[config.mk]
export PLATFORM = sky130hd
export DESIGN_NAME = sram_d_arbiter
export DESIGN_NICKNAME = d
export VERILOG_FILES = /design/src/rtl/sram_d_arbiter.sv
export SDC_FILE = /design/constraint.sdc
export NUM_CORES = 1
export LEC_CHECK = 0
export CORE_AREA = 4 4 120 122
export DETAILED_ROUTE_END_ITERATION = 8
export DIE_AREA = 0 0 124 126
export MAX_ROUTING_LAYER = met4
export PLACE_DENSITY = 0.7
export SYNTH_ARGS = -nofsm -noshare
export SYNTH_HDL_FRONTEND = slang
export SYNTH_SLANG_ARGS = --single-unit
[constraint.sdc]
create_clock -name clk_i -period 6.29 [get_ports clk_i]
set_input_delay 0.629 -clock clk_i [delete_from_list [all_inputs] [get_ports clk_i]]
set_output_delay 0.629 -clock clk_i [all_outputs]
set_load 0.1 [all_outputs]
[src/rtl/sram_d_arbiter.sv]
// Two-master round-robin OBI arbiter in front of the SRAM data port.
// Out-of-window accesses are answered locally; responses are routed in order via a small FIFO.
module sram_d_arbiter #(
  parameter logic [31:0] SRAM_BASE_ADDR  = 32'h8000_0000,
  parameter logic [31:0] SRAM_END_ADDR   = 32'h8000_C000,
  parameter int unsigned MAX_OUTSTANDING = 2
) (
  input  logic        clk_i,
  input  logic        rst_i,
  input  logic        m0_req_i,
  input  logic        m1_req_i,
  output logic        m0_gnt_o,
  output logic        m1_gnt_o,
  input  logic [31:0] m0_addr_i,
  input  logic [31:0] m1_addr_i,
  input  logic        m0_we_i,
  input  logic        m1_we_i,
  input  logic [3:0]  m0_be_i,
  input  logic [3:0]  m1_be_i,
  input  logic [31:0] m0_wdata_i,
  input  logic [31:0] m1_wdata_i,
  output logic        m0_rvalid_o,
  output logic        m1_rvalid_o,
  output logic [31:0] m0_rdata_o,
  output logic [31:0] m1_rdata_o,
  output logic        m0_err_o,
  output logic        m1_err_o,
  output logic        sram_d_req_o,
  input  logic        sram_d_gnt_i,
  output logic [31:0] sram_d_addr_o,
  output logic        sram_d_we_o,
  output logic [3:0]  sram_d_be_o,
  output logic [31:0] sram_d_wdata_o,
  input  logic        sram_d_rvalid_i,
  input  logic [31:0] sram_d_rdata_i,
  output logic        illegal_memory_o
);

  localparam int unsigned PW = (MAX_OUTSTANDING > 1) ? $clog2(MAX_OUTSTANDING) : 1;
  localparam int unsigned CW = $clog2(MAX_OUTSTANDING + 1);
  localparam logic [CW-1:0] DEPTH    = CW'(MAX_OUTSTANDING);
  localparam logic [PW-1:0] LAST_IDX = PW'(MAX_OUTSTANDING - 1);

  logic                       last_q, last_d;
  logic [PW-1:0]              wr_ptr_q, wr_ptr_d;
  logic [PW-1:0]              rd_ptr_q, rd_ptr_d;
  logic [CW-1:0]              count_q, count_d;
  logic [MAX_OUTSTANDING-1:0] fid_q, fid_d;
  logic [MAX_OUTSTANDING-1:0] floc_q, floc_d;
  logic                       illegal_q, illegal_d;

  logic        any_req_s, sel_s, legal_s, fifo_empty_s, fifo_full_s;
  logic        head_id_s, head_local_s, fwd_s, local_gnt_s, gnt_s, pop_s;
  logic [31:0] sel_addr_s;

  function automatic logic [PW-1:0] ptr_inc(input logic [PW-1:0] p);
    if (p == LAST_IDX) begin
      ptr_inc = {PW{1'b0}};
    end else begin
      ptr_inc = p + PW'(1);
    end
  endfunction

  // Selection, address check and grant/pop decisions.
  // A local entry can only enter an empty FIFO and blocks further pushes, so it is
  // present exactly when it sits at the head.
  always_comb begin
    any_req_s = m0_req_i | m1_req_i;
    if (m0_req_i && m1_req_i) begin
      sel_s = ~last_q;
    end else if (m1_req_i) begin
      sel_s = 1'b1;
    end else begin
      sel_s = 1'b0;
    end
    sel_addr_s   = sel_s ? m1_addr_i : m0_addr_i;
    legal_s      = (sel_addr_s >= SRAM_BASE_ADDR) && (sel_addr_s < SRAM_END_ADDR);
    fifo_empty_s = (count_q == {CW{1'b0}});
    fifo_full_s  = (count_q == DEPTH);
    head_id_s    = fid_q[rd_ptr_q];
    head_local_s = ~fifo_empty_s & floc_q[rd_ptr_q];
    fwd_s        = ~rst_i & any_req_s & legal_s & ~fifo_full_s & ~head_local_s;
    local_gnt_s  = ~rst_i & any_req_s & ~legal_s & fifo_empty_s;
    gnt_s        = fwd_s ? sram_d_gnt_i : local_gnt_s;
    pop_s        = ~rst_i & ~fifo_empty_s & (head_local_s | sram_d_rvalid_i);
  end

  // Master-facing and SRAM-facing outputs.
  always_comb begin
    sram_d_req_o = fwd_s;
    if (fwd_s) begin
      sram_d_addr_o  = sel_addr_s;
      sram_d_we_o    = sel_s ? m1_we_i    : m0_we_i;
      sram_d_be_o    = sel_s ? m1_be_i    : m0_be_i;
      sram_d_wdata_o = sel_s ? m1_wdata_i : m0_wdata_i;
    end else begin
      sram_d_addr_o  = 32'h0000_0000;
      sram_d_we_o    = 1'b0;
      sram_d_be_o    = 4'b0000;
      sram_d_wdata_o = 32'h0000_0000;
    end
    m0_gnt_o    = gnt_s & ~sel_s;
    m1_gnt_o    = gnt_s & sel_s;
    m0_rvalid_o = pop_s & ~head_id_s;
    m1_rvalid_o = pop_s & head_id_s;
    m0_err_o    = m0_rvalid_o & head_local_s;
    m1_err_o    = m1_rvalid_o & head_local_s;
    if (pop_s && !head_local_s) begin
      m0_rdata_o = head_id_s ? 32'h0000_0000 : sram_d_rdata_i;
      m1_rdata_o = head_id_s ? sram_d_rdata_i : 32'h0000_0000;
    end else begin
      m0_rdata_o = 32'h0000_0000;
      m1_rdata_o = 32'h0000_0000;
    end
  end

  assign illegal_memory_o = illegal_q;

  // Next-state for round-robin pointer, routing FIFO and error pulse.
  always_comb begin
    last_d    = gnt_s ? sel_s : last_q;
    fid_d     = fid_q;
    floc_d    = floc_q;
    illegal_d = local_gnt_s;
    if (gnt_s) begin
      fid_d[wr_ptr_q]  = sel_s;
      floc_d[wr_ptr_q] = ~legal_s;
      wr_ptr_d         = ptr_inc(wr_ptr_q);
    end else begin
      wr_ptr_d = wr_ptr_q;
    end
    if (pop_s) begin
      rd_ptr_d = ptr_inc(rd_ptr_q);
    end else begin
      rd_ptr_d = rd_ptr_q;
    end
    case ({gnt_s, pop_s})
      2'b10:   count_d = count_q + CW'(1);
      2'b01:   count_d = count_q - CW'(1);
      default: count_d = count_q;
    endcase
  end

  // State registers.
  always_ff @(posedge clk_i or posedge rst_i) begin
    if (rst_i) begin
      last_q    <= 1'b1;
      wr_ptr_q  <= {PW{1'b0}};
      rd_ptr_q  <= {PW{1'b0}};
      count_q   <= {CW{1'b0}};
      fid_q     <= {MAX_OUTSTANDING{1'b0}};
      floc_q    <= {MAX_OUTSTANDING{1'b0}};
      illegal_q <= 1'b0;
    end else begin
      last_q    <= last_d;
      wr_ptr_q  <= wr_ptr_d;
      rd_ptr_q  <= rd_ptr_d;
      count_q   <= count_d;
      fid_q     <= fid_d;
      floc_q    <= floc_d;
      illegal_q <= illegal_d;
    end
  end

endmodule

==> results of run 1 <==
==> routing by layer <==
metal  vias to the layer above  global-route usage [%]  wire length, um
met1                      1470                    14.6             4290
li1                       1688                       -                -
met2                       188                    24.6             5860
met5                         -                       -                0
met4                         0                    3.35              219
met3                        13                    2.24             1150
==> cells by family after synthesis <==
logic type / after synthesis / synth area share, %
other: 1 / 0.177
adder cells (fa/ha/maj): 1 / 0.591
multiplexers: 8 / 4.37
XOR/XNOR: 5 / 2.07
AND/OR/NAND/NOR: 205 / 47.8
buffers and inverters: 50 / 16.0
AO/OA/AOI/OAI: 64 / 17.1
flip-flops: 10 / 11.9
==> power by group <==
group	total, uW	internal (uW)	switching (uW)	leakage, uW
sequential	121	91.9	28.9	0.000113
clock	128	95.8	31.7	0.0000442
combinational	1020	295	725	0.00217
total	1270	483	786	0.00232
==> worst register-to-register path: cells and delay by family (launching register included) <==
kind                       cells  cell delay, ns
AOI/OAI and AO/OA              2            0.45
xor gates and xnor gates       1            0.14
adders and majority gates      1            0.33
DFF                            1            0.57
muxes                          1            0.38
and+or+nand+nor                2            0.25
==> flip-flops by register name, summed over array words and instances, names as in the netlist <==
signal	count
count_q	2
fid_q	2
floc_q	2
illegal_memory_o	1
last_q	1
rd_ptr_q	1
wr_ptr_q	1
==> per-stage QoR <==
step	instance area [um^2]	instances	hold slack, ns	power (uW)
3_5_place_dp	4970	791	0.490	1140
3_3_place_gp	4970	791	0.467	1140
2_1_floorplan	2170	358	0.458	898
6_report	5060	795	0.495	1270
4_1_cts	5060	795	0.499	1270
5_1_grt	5060	795	0.499	1330
==> cell usage after synthesis, drive strengths merged <==
cell type  instances
mux2i              4
or2                1
a21oi             55
o2111ai            1
o21ai              4
and2               3
inv                3
buf               31
o21ba              1
nor2               8
o22ai              1
nand4              3
clkbuf            16
nand2b             1
xnor2              3
dfstp              1
nor4b              2
xor2               2
a21boi             1
nand2            113
dfrtp              9
nor4               6
and2b              2
a21bo              1
and3              64
nor3               1
ha                 1
nand3              1
mux2               4
conb               1
==> worst max path at each step <==
stage	depth (start not counted)	slack, ns	end	from
5_1_grt	7	1.96	m1_gnt_o	m1_addr_i[30]
3_5_place_dp	7	2.10	m0_gnt_o	m1_addr_i[30]
6_report	7	2.11	m1_gnt_o	m1_addr_i[30]
2_1_floorplan	6	2.49	sram_d_wdata_o[10]	m0_addr_i[30]
3_3_place_gp	7	2.10	m0_gnt_o	m0_addr_i[31]
4_1_cts	7	2.08	m0_gnt_o	m1_addr_i[30]
==> final cells by class <==
| type | count | area share [%] |
|---|---|---|
| tap | 176 | 4.35 |
| timing repair buffer | 304 | 57.3 |
| clock buffer | 4 | 1.76 |
| multi-input combinational | 298 | 31.4 |
| sequential | 10 | 4.97 |
| inverter | 3 | 0.222 |
==> reports/metrics.cfg, run 1 <==
[status]
status=complete, no violations

[power_and_ir_drop]
peakVddDrop_mv=0.165
power.density_nw_per_um2=251
p_leak_uw=0.00232

[synth]
synth.top_cell.area_share_pct=20.0
ys_warn_count=0
ys_ff_latch=10
avgSynthCellArea_um2=6.15
ys_seq_area_share_pct=11.9
synth_area_leaders=nand2_1 (20%), and3_1 (18%), a21oi_1 (13%)
ys_types=39
synth_top_cell_by_area=nand2_1
synth_area_um2=2120
synthCells=344

[detailed_routing]
firstDrtPassIters=4
drc_errors=0
ant_nets=0
drt_wl_total_um=11500
drt_iter0_drc=120
dr_total_vias=3359
wl_per_cell_um=14.5
via_per_inst=4.23

[worst_setup_path]
reg2regPathDepth=7
critPathLaunchType=input pin
critical_path_class=input pin to output port
critPathTopFamily=buffers and inverters
crit_required_ns=5.66
path_max_fanout=7
crit_top_cell=clkdlybuf4s50_1
cp.buffers_inverters=2
r2r-start=last_q$_DFFE_PP1P_
reg2reg_to=count_q[1]$_DFFE_PP0P_
end_kind=output port
crit_arrival_ns=3.55
slowest_delay_ns=1.14
crit_chain=clkdlybuf4s50_1 > nor4b_1 > nand4_1 > o22ai_4 > mux2_4 > nor2_1 > clkdlybuf4s50_1
cp_slowest_cell=clkdlybuf4s50_1
r2r_slack_ns=4.09

[floorplanning]
die_w_um=124
initial_utilization_pct=16.1
ioPinCount=317
dieArea_um2=15600
rows=42
die_h_um=126
core_area_um2=13200

[layout]
nFillCells=1365
fin_nets=797
layout_commonest_cell=clkdlybuf4s50_1
register_area_um2=251
multi_input_area_um2=1590
final_cell_mix=clkdlybuf4s50_1 (246), nand2_1 (113), and3_1 (61)
antenna_cells=0
area_delta_synth_final_pct=139
post-route-util_pct=38.4
drive_gt1_share_pct=12.4

[worst_hold_path]
min_path_type=register to register
hp-start=fid_q[0]$_DFFE_PP0P_
min_to=fid_q[0]$_DFFE_PP0P_
hold_path_depth=1

[timing]
setup_violations=0
drv_slew=0
skew_ns=0.00264
post-route-period-util_pct=66.4
hold_viol_final=0
rsz0062_at_grt=false
fmax_mhz=239
worst_pin_slew_ns=0.986
max_slew_margin_pct=34.0
fin_crit_ns=4.18
worst_slack_ns=2.11
tns_ns=0

[clock_tree]
cts_tree=done
cts-resized-gates=0
numClockSinks=10
clockRootBuffer=clkbuf_16
post-cts-setup-buffer-count=0
clk_pin_slew_ns=0.04
clock_latency_ns=0.24
hold_buffers=0
cts_max_level=1
clockBufferDepth=2
cts_buffers=3

[placement]
port_buffers=301
dp_hpwl_um=9550
preCtsSetupSlack_ns=2.10
gp_congestion=0.841

[global_routing]
grt_max_degree=69
antenna_found_initial=0
gr-total-overflow=0
grt_pass1_wl_um=16400
grt_pass1_vias=3272
grt_use_total_pct=13.3

[run]
maxCapViolations=0

No activity file was read; power rests on OpenSTA's default activity.
==> inputs of run 2 (changes only) <==
==> config.mk (replaced) <==
export PLATFORM = sky130hd
export DESIGN_NAME = sram_d_arbiter
export DESIGN_NICKNAME = d
export VERILOG_FILES = /design/src/rtl/sram_d_arbiter.sv
export SDC_FILE = /design/constraint.sdc
export NUM_CORES = 1
export LEC_CHECK = 0
export CORE_AREA = 4 4 121 123
export DETAILED_ROUTE_END_ITERATION = 8
export DIE_AREA = 0 0 125 127
export MAX_ROUTING_LAYER = met4
export PLACE_DENSITY = 0.69
export SYNTH_ARGS = -nofsm -noshare
export SYNTH_HDL_FRONTEND = slang
export SYNTH_SLANG_ARGS = --single-unit
==> constraint.sdc (replaced) <==
create_clock -name clk_i -period 4.1 [get_ports clk_i]
set_input_delay 0.41 -clock clk_i [delete_from_list [all_inputs] [get_ports clk_i]]
set_output_delay 0.41 -clock clk_i [all_outputs]
set_load 0.1 [all_outputs]
==> reports/metrics.cfg, run 2 (synthesis results as in run 1) <==
[status]
status=complete, no violations

[global_routing]
grt_use_met2_pct=26.2  ; +1.6 points
grt_pass1_vias=3352  ; +2.4%
grt_pass1_wl_um=17000  ; +3.7%
globalRouteMet1Util_pct=14.4  ; -0.17 points
grt_max_degree=69  ; unchanged
use_met3_pct=2.34  ; +0.099 points
antenna_found_initial=0  ; unchanged
gr-max-usage-layer=met2
gr-total-overflow=0  ; unchanged
grt_use_total_pct=13.5  ; +0.15 points

[clock_tree]
cts_buffers=3  ; unchanged
post-cts-setup-buffer-count=0  ; unchanged
clockBufferDepth=2  ; unchanged
cts_max_level=1  ; unchanged
clk_pin_slew_ns=0.04  ; about the same
clock_latency_ns=0.24  ; about the same
numClockSinks=10  ; unchanged
cts-resized-gates=0  ; unchanged
cts_tree=done
hold_buffers=0  ; unchanged
clockRootBuffer=clkbuf_16

[timing]
skew_ns=0.00158  ; -0.00106 ns
post-route-period-util_pct=80.1
fmax_mhz=305
fin_crit_ns=3.28
max_slew_margin_pct=34.9  ; +0.86 points
rsz0062_at_grt=false
setup_violations=0  ; unchanged
drv_slew=0  ; unchanged
hold_viol_final=0  ; unchanged
worst_pin_slew_ns=0.974  ; -0.0128 ns
tns_ns=0  ; unchanged

[worst_setup_path]
critPathLaunchType=input pin
slowest_delay_ns=0.54  ; -0.60 ns
end_kind=output port
critPathTopFamily=buffers and inverters
crit_arrival_ns=2.87  ; -0.68 ns
path_max_fanout=55  ; +48
crit_required_ns=3.69  ; -1.97 ns
cp_slowest_cell=nor4b_1
crit_chain=clkdlybuf4s50_1 > nor4b_1 > nand4_2 > o22ai_4 > nand3_4 > buf_4 > a21oi_1 > buf_12
cp.buffers_inverters=3  ; +1
critical_path_class=input pin to output port

[power_and_ir_drop]
p_leak_uw=0.00262  ; +13%
power.clock.fraction_pct=10.1  ; about the same
p_comb_share_pct=80.5  ; about the same
power_switching_uw=1210  ; +55%
internal_power_uw=715  ; +48%
power.density_nw_per_um2=344  ; +37%
seq_power_share_pct=9.5  ; about the same
peakVddDrop_mv=0.247  ; +50%
power_switching_share_pct=62.9  ; +1.0 points
fin_total_pwr_uw=1930  ; +52%

[layout]
final_cell_mix=clkdlybuf4s50_1 (176), nand2_1 (113), buf_4 (72)
largestRegisters=count_q (2), fid_q (2), floc_q (2)
fin_nets=798  ; +0.13%
drive_gt1_share_pct=23.9  ; +11 points
antenna_cells=0  ; unchanged
layout_commonest_cell=clkdlybuf4s50_1
area_delta_synth_final_pct=165
nFillCells=1383  ; +1.3%

[detailed_routing]
dr_total_vias=3377  ; +0.54%
drt_iter0_drc=104  ; -13%
drc_errors=0  ; unchanged
via_per_inst=4.22  ; about the same
ant_nets=0  ; unchanged
drt_wl_total_um=11800  ; +2.6%
firstDrtPassIters=4  ; unchanged
wl_per_cell_um=14.8  ; +1.9%

[floorplanning]
die_w_um=125  ; +0.81%
dieArea_um2=15900  ; +1.6%
rows=43  ; +2.4%
core_area_um2=13700  ; +3.6%
initial_utilization_pct=15.5  ; -0.56 points
ioPinCount=317  ; unchanged
die_h_um=127  ; +0.79%

[run]
maxCapViolations=0  ; unchanged

[worst_hold_path]
min_path_type=register to register

[placement]
dp_hpwl_um=9730  ; +1.9%
port_buffers=301  ; unchanged
gp_congestion=0.846  ; +0.58%

[run 2: power by group through the flow]
stage	combinational, uW	clock [uW]	sequential, uW
after floorplan	1200	0	181
after global placement	1550	0	184
after detailed placement	1550	0	185
after CTS	1560	198	184
after global routing	1620	202	190
final	1550	194	183
[run 2: worst paths after layout]
| kind | end | slack [ns] | from | depth (start not counted) |
|---|---|---|---|---|
| setup / recovery | sram_d_wdata_o[27] | 0.82 | m0_addr_i[30] | 8 |
| hold / removal | fid_q[1]$_DFFE_PP0P_ | 0.51 | fid_q[1]$_DFFE_PP0P_ | 1 |
| setup reg to reg | count_q[1]$_DFFE_PP0P_ | 1.88 | last_q$_DFFE_PP1P_ | 7 |
| hold reg to reg | fid_q[1]$_DFFE_PP0P_ | 0.51 | fid_q[1]$_DFFE_PP0P_ | 1 |
| max in group asynchronous | last_q$_DFFE_PP1P_ | 3.19 | rst_i | 2 |
| min in group asynchronous | rd_ptr_q$_DFFE_PP0P_ | 0.60 | rst_i | 2 |
[run 2: per-stage QoR]
step	cell area [um^2]	util, %	setup slack [ns]	std cells	hold WS (ns)
finish	5610	41.1	0.816	800	0.506
global route	5610	41.1	0.605	800	0.533
CTS	5610	41.1	0.650	800	0.509
detailed placement	5520	40.4	0.679	796	0.500
global placement	5520	40.4	0.810	796	0.476
floorplan	2170	-	0.569	358	0.249
[run 2: per-layer routing]
layer / wire (um) / vias up
li1: - / 1684
met3: 906 / 9
met4: 114 / 0
met1: 4530 / 1499
met2: 6260 / 185
met5: 0 / -
[run 2: cell type report]
cell class | instances | area [um^2] | area share (%)
Multi-Input combinational cell | 298 | 1590 | 28.4
Inverter | 3 | 11.3 | 0.201
Tap cell | 180 | 225 | 4.01
Timing Repair Buffer | 305 | 3440 | 61.4
Clock buffer | 4 | 88.8 | 1.58
Sequential cell | 10 | 251 | 4.48
==> inputs of run 3 (changes only) <==
==> config.mk (replaced) <==
export PLATFORM = sky130hd
export DESIGN_NAME = sram_d_arbiter
export DESIGN_NICKNAME = d
export VERILOG_FILES = /design/src/rtl/sram_d_arbiter.sv
export SDC_FILE = /design/constraint.sdc
export NUM_CORES = 1
export LEC_CHECK = 0
export CORE_AREA = 4 4 123 125
export DETAILED_ROUTE_END_ITERATION = 8
export DIE_AREA = 0 0 127 129
export MAX_ROUTING_LAYER = met4
export PLACE_DENSITY = 0.7
export SYNTH_ARGS = -nofsm -noshare
export SYNTH_HDL_FRONTEND = slang
export SYNTH_SLANG_ARGS = --single-unit
==> constraint.sdc (replaced) <==
create_clock -name clk_i -period 2.8 [get_ports clk_i]
set_input_delay 0.28 -clock clk_i [delete_from_list [all_inputs] [get_ports clk_i]]
set_output_delay 0.28 -clock clk_i [all_outputs]
set_load 0.1 [all_outputs]
==> reports/metrics.cfg, run 3 (synthesis results as in run 1) <==
[status]
status=complete, no violations

[worst_setup_path]
crit_arrival_ns=2.45  ; -0.42 ns
crit_top_cell=buf_12
reg2regPathDepth=8  ; +1
path_max_fanout=55  ; unchanged
crit_chain=clkdlybuf4s50_1 > nor4b_1 > nand4_1 > o22ai_4 > nand3_4 > buf_12 > a21oi_1 > buf_12
slowest_delay_ns=0.47  ; -0.07 ns
end_kind=output port
cp_slowest_cell=clkdlybuf4s50_1
crit_required_ns=2.52  ; -1.17 ns
critical_path_class=input pin to output port
critPathLaunchType=input pin

[global_routing]
grt_use_total_pct=15.1  ; +1.7 points
antenna_found_initial=0  ; unchanged
grt_max_degree=67  ; -2.9%
grt_pass1_vias=3439  ; +2.6%
gr-total-overflow=0  ; unchanged
grt_pass1_wl_um=18900  ; +11%

[clock_tree]
cts-resized-gates=0  ; unchanged
clk_pin_slew_ns=0.04  ; about the same
cts_tree=done
clock_latency_ns=0.24  ; about the same
post-cts-setup-buffer-count=0  ; unchanged
clockBufferDepth=2  ; unchanged
clockRootBuffer=clkbuf_16
hold_buffers=0  ; unchanged
cts_buffers=3  ; unchanged
numClockSinks=10  ; unchanged
cts_max_level=1  ; unchanged

[timing]
hold_ws_ns=0.487  ; -0.0185 ns
tns_ns=0  ; unchanged
post-route-period-util_pct=97.4
rsz0062_at_grt=false
fmax_mhz=367
fin_crit_ns=2.73
setup_violations=0  ; unchanged
skew_ns=0.00584  ; +0.00426 ns
worst_slack_ns=0.0739  ; -0.742 ns
hold_viol_final=0  ; unchanged
drv_slew=0  ; unchanged

[power_and_ir_drop]
peakVddDrop_mv=0.427  ; +73%
power.density_nw_per_um2=493  ; +43%
p_leak_uw=0.00287  ; +9.6%

[layout]
fin_area_um2=6570  ; +17%
largestRegisters=count_q (2), fid_q (2), floc_q (2)
layout_commonest_cell=clkdlybuf4s50_1
fin_nets=807  ; +1.1%
antenna_cells=0  ; unchanged
final_cell_mix=clkdlybuf4s50_1 (175), buf_12 (128), nand2_1 (113)
post-route-util_pct=47.3  ; +6.2 points
area_delta_synth_final_pct=210
drive_gt1_share_pct=25.4  ; +1.6 points

[placement]
preCtsSetupSlack_ns=0.0348  ; -0.644 ns
place_area_um2=6490  ; +17%
dp_hpwl_um=11700  ; +21%
gp_congestion=0.824  ; -2.5%
port_buffers=301  ; unchanged

[detailed_routing]
dr_total_vias=3492  ; +3.4%
met1_length_um=5280  ; +16%
ant_nets=0  ; unchanged
drt_iter0_drc=153  ; +47%
route.met2.wl_um=7100  ; +13%
via_per_inst=4.32  ; +2.3%
wl_per_cell_um=16.9  ; +14%
top_layer=met4
firstDrtPassIters=4  ; unchanged
met3_length_um=1070  ; +18%
drt_wl_total_um=13600  ; +16%
drc_errors=0  ; unchanged

[floorplanning]
initial_utilization_pct=15.3  ; -0.24 points
die_w_um=127  ; +1.6%
rows=43  ; unchanged
dieArea_um2=16400  ; +3.2%
core_area_um2=13900  ; +1.6%
die_h_um=129  ; +1.6%
ioPinCount=317  ; unchanged

[worst_hold_path]
min_path_type=input pin to async pin

[run]
maxCapViolations=0  ; unchanged

==> run 3: changes by cell type in the layout (fill, tap and decap cells not counted), sizes merged <==
cell           previous run  this run
clkdlybuf4s50           176       175
buf                     129       139
==> run 3: final cells by class <==
| cell class | instances | area (um^2) |
|---|---|---|
| Fill cell | 1279 | 7320 |
| Timing Repair Buffer | 314 | 4400 |
| Multi-Input combinational cell | 298 | 1600 |
| Sequential cell | 10 | 251 |
| Tap cell | 180 | 225 |
| Clock buffer | 4 | 78.8 |
| Inverter | 3 | 11.3 |
==> run 3: layer usage <==
metal / GRT usage [%] / vias to the layer above
met4: 2.97 / 0
met1: 17.0 / 1553
met2: 28.8 / 219
li1: - / 1704
met3: 1.83 / 16
met5: - / -
==> run 3: report_power, final <==
group / leakage [uW] / total, uW / internal [uW] / switching (uW)
sequential: 0.000113 / 273 / 207 / 66.1
combinational: 0.00272 / 2710 / 969 / 1740
clock: 0.0000382 / 256 / 191 / 65.3
==> run 3: critical path, delay by kind of cell <==
| family | cells | cell delay (ns) |
|---|---|---|
| AOI/OAI and AO/OA | 2 | 0.56 |
| and+or+nand+nor | 3 | 0.67 |
| buffers and inverters | 3 | 0.89 |
==> run 3: final timing paths <==
check / start / to / slack (ns)
min reg2reg: fid_q[0]$_DFFE_PP0P_ / fid_q[0]$_DFFE_PP0P_ / 0.49
max in group asynchronous: rst_i / last_q$_DFFE_PP1P_ / 2.00
max reg2reg: last_q$_DFFE_PP1P_ / count_q[1]$_DFFE_PP0P_ / 0.57
max: m1_addr_i[31] / sram_d_wdata_o[20] / 0.07
min in group clk_i: fid_q[0]$_DFFE_PP0P_ / fid_q[0]$_DFFE_PP0P_ / 0.49
min: rst_i / rd_ptr_q$_DFFE_PP0P_ / 0.49
==> run 3: stage by stage <==
stage | power [uW] | std cells
6_report | 3240 | 809
5_1_grt | 3360 | 809
4_1_cts | 3250 | 809
3_5_place_dp | 2990 | 805
3_3_place_gp | 2980 | 805
2_1_floorplan | 2020 | 358
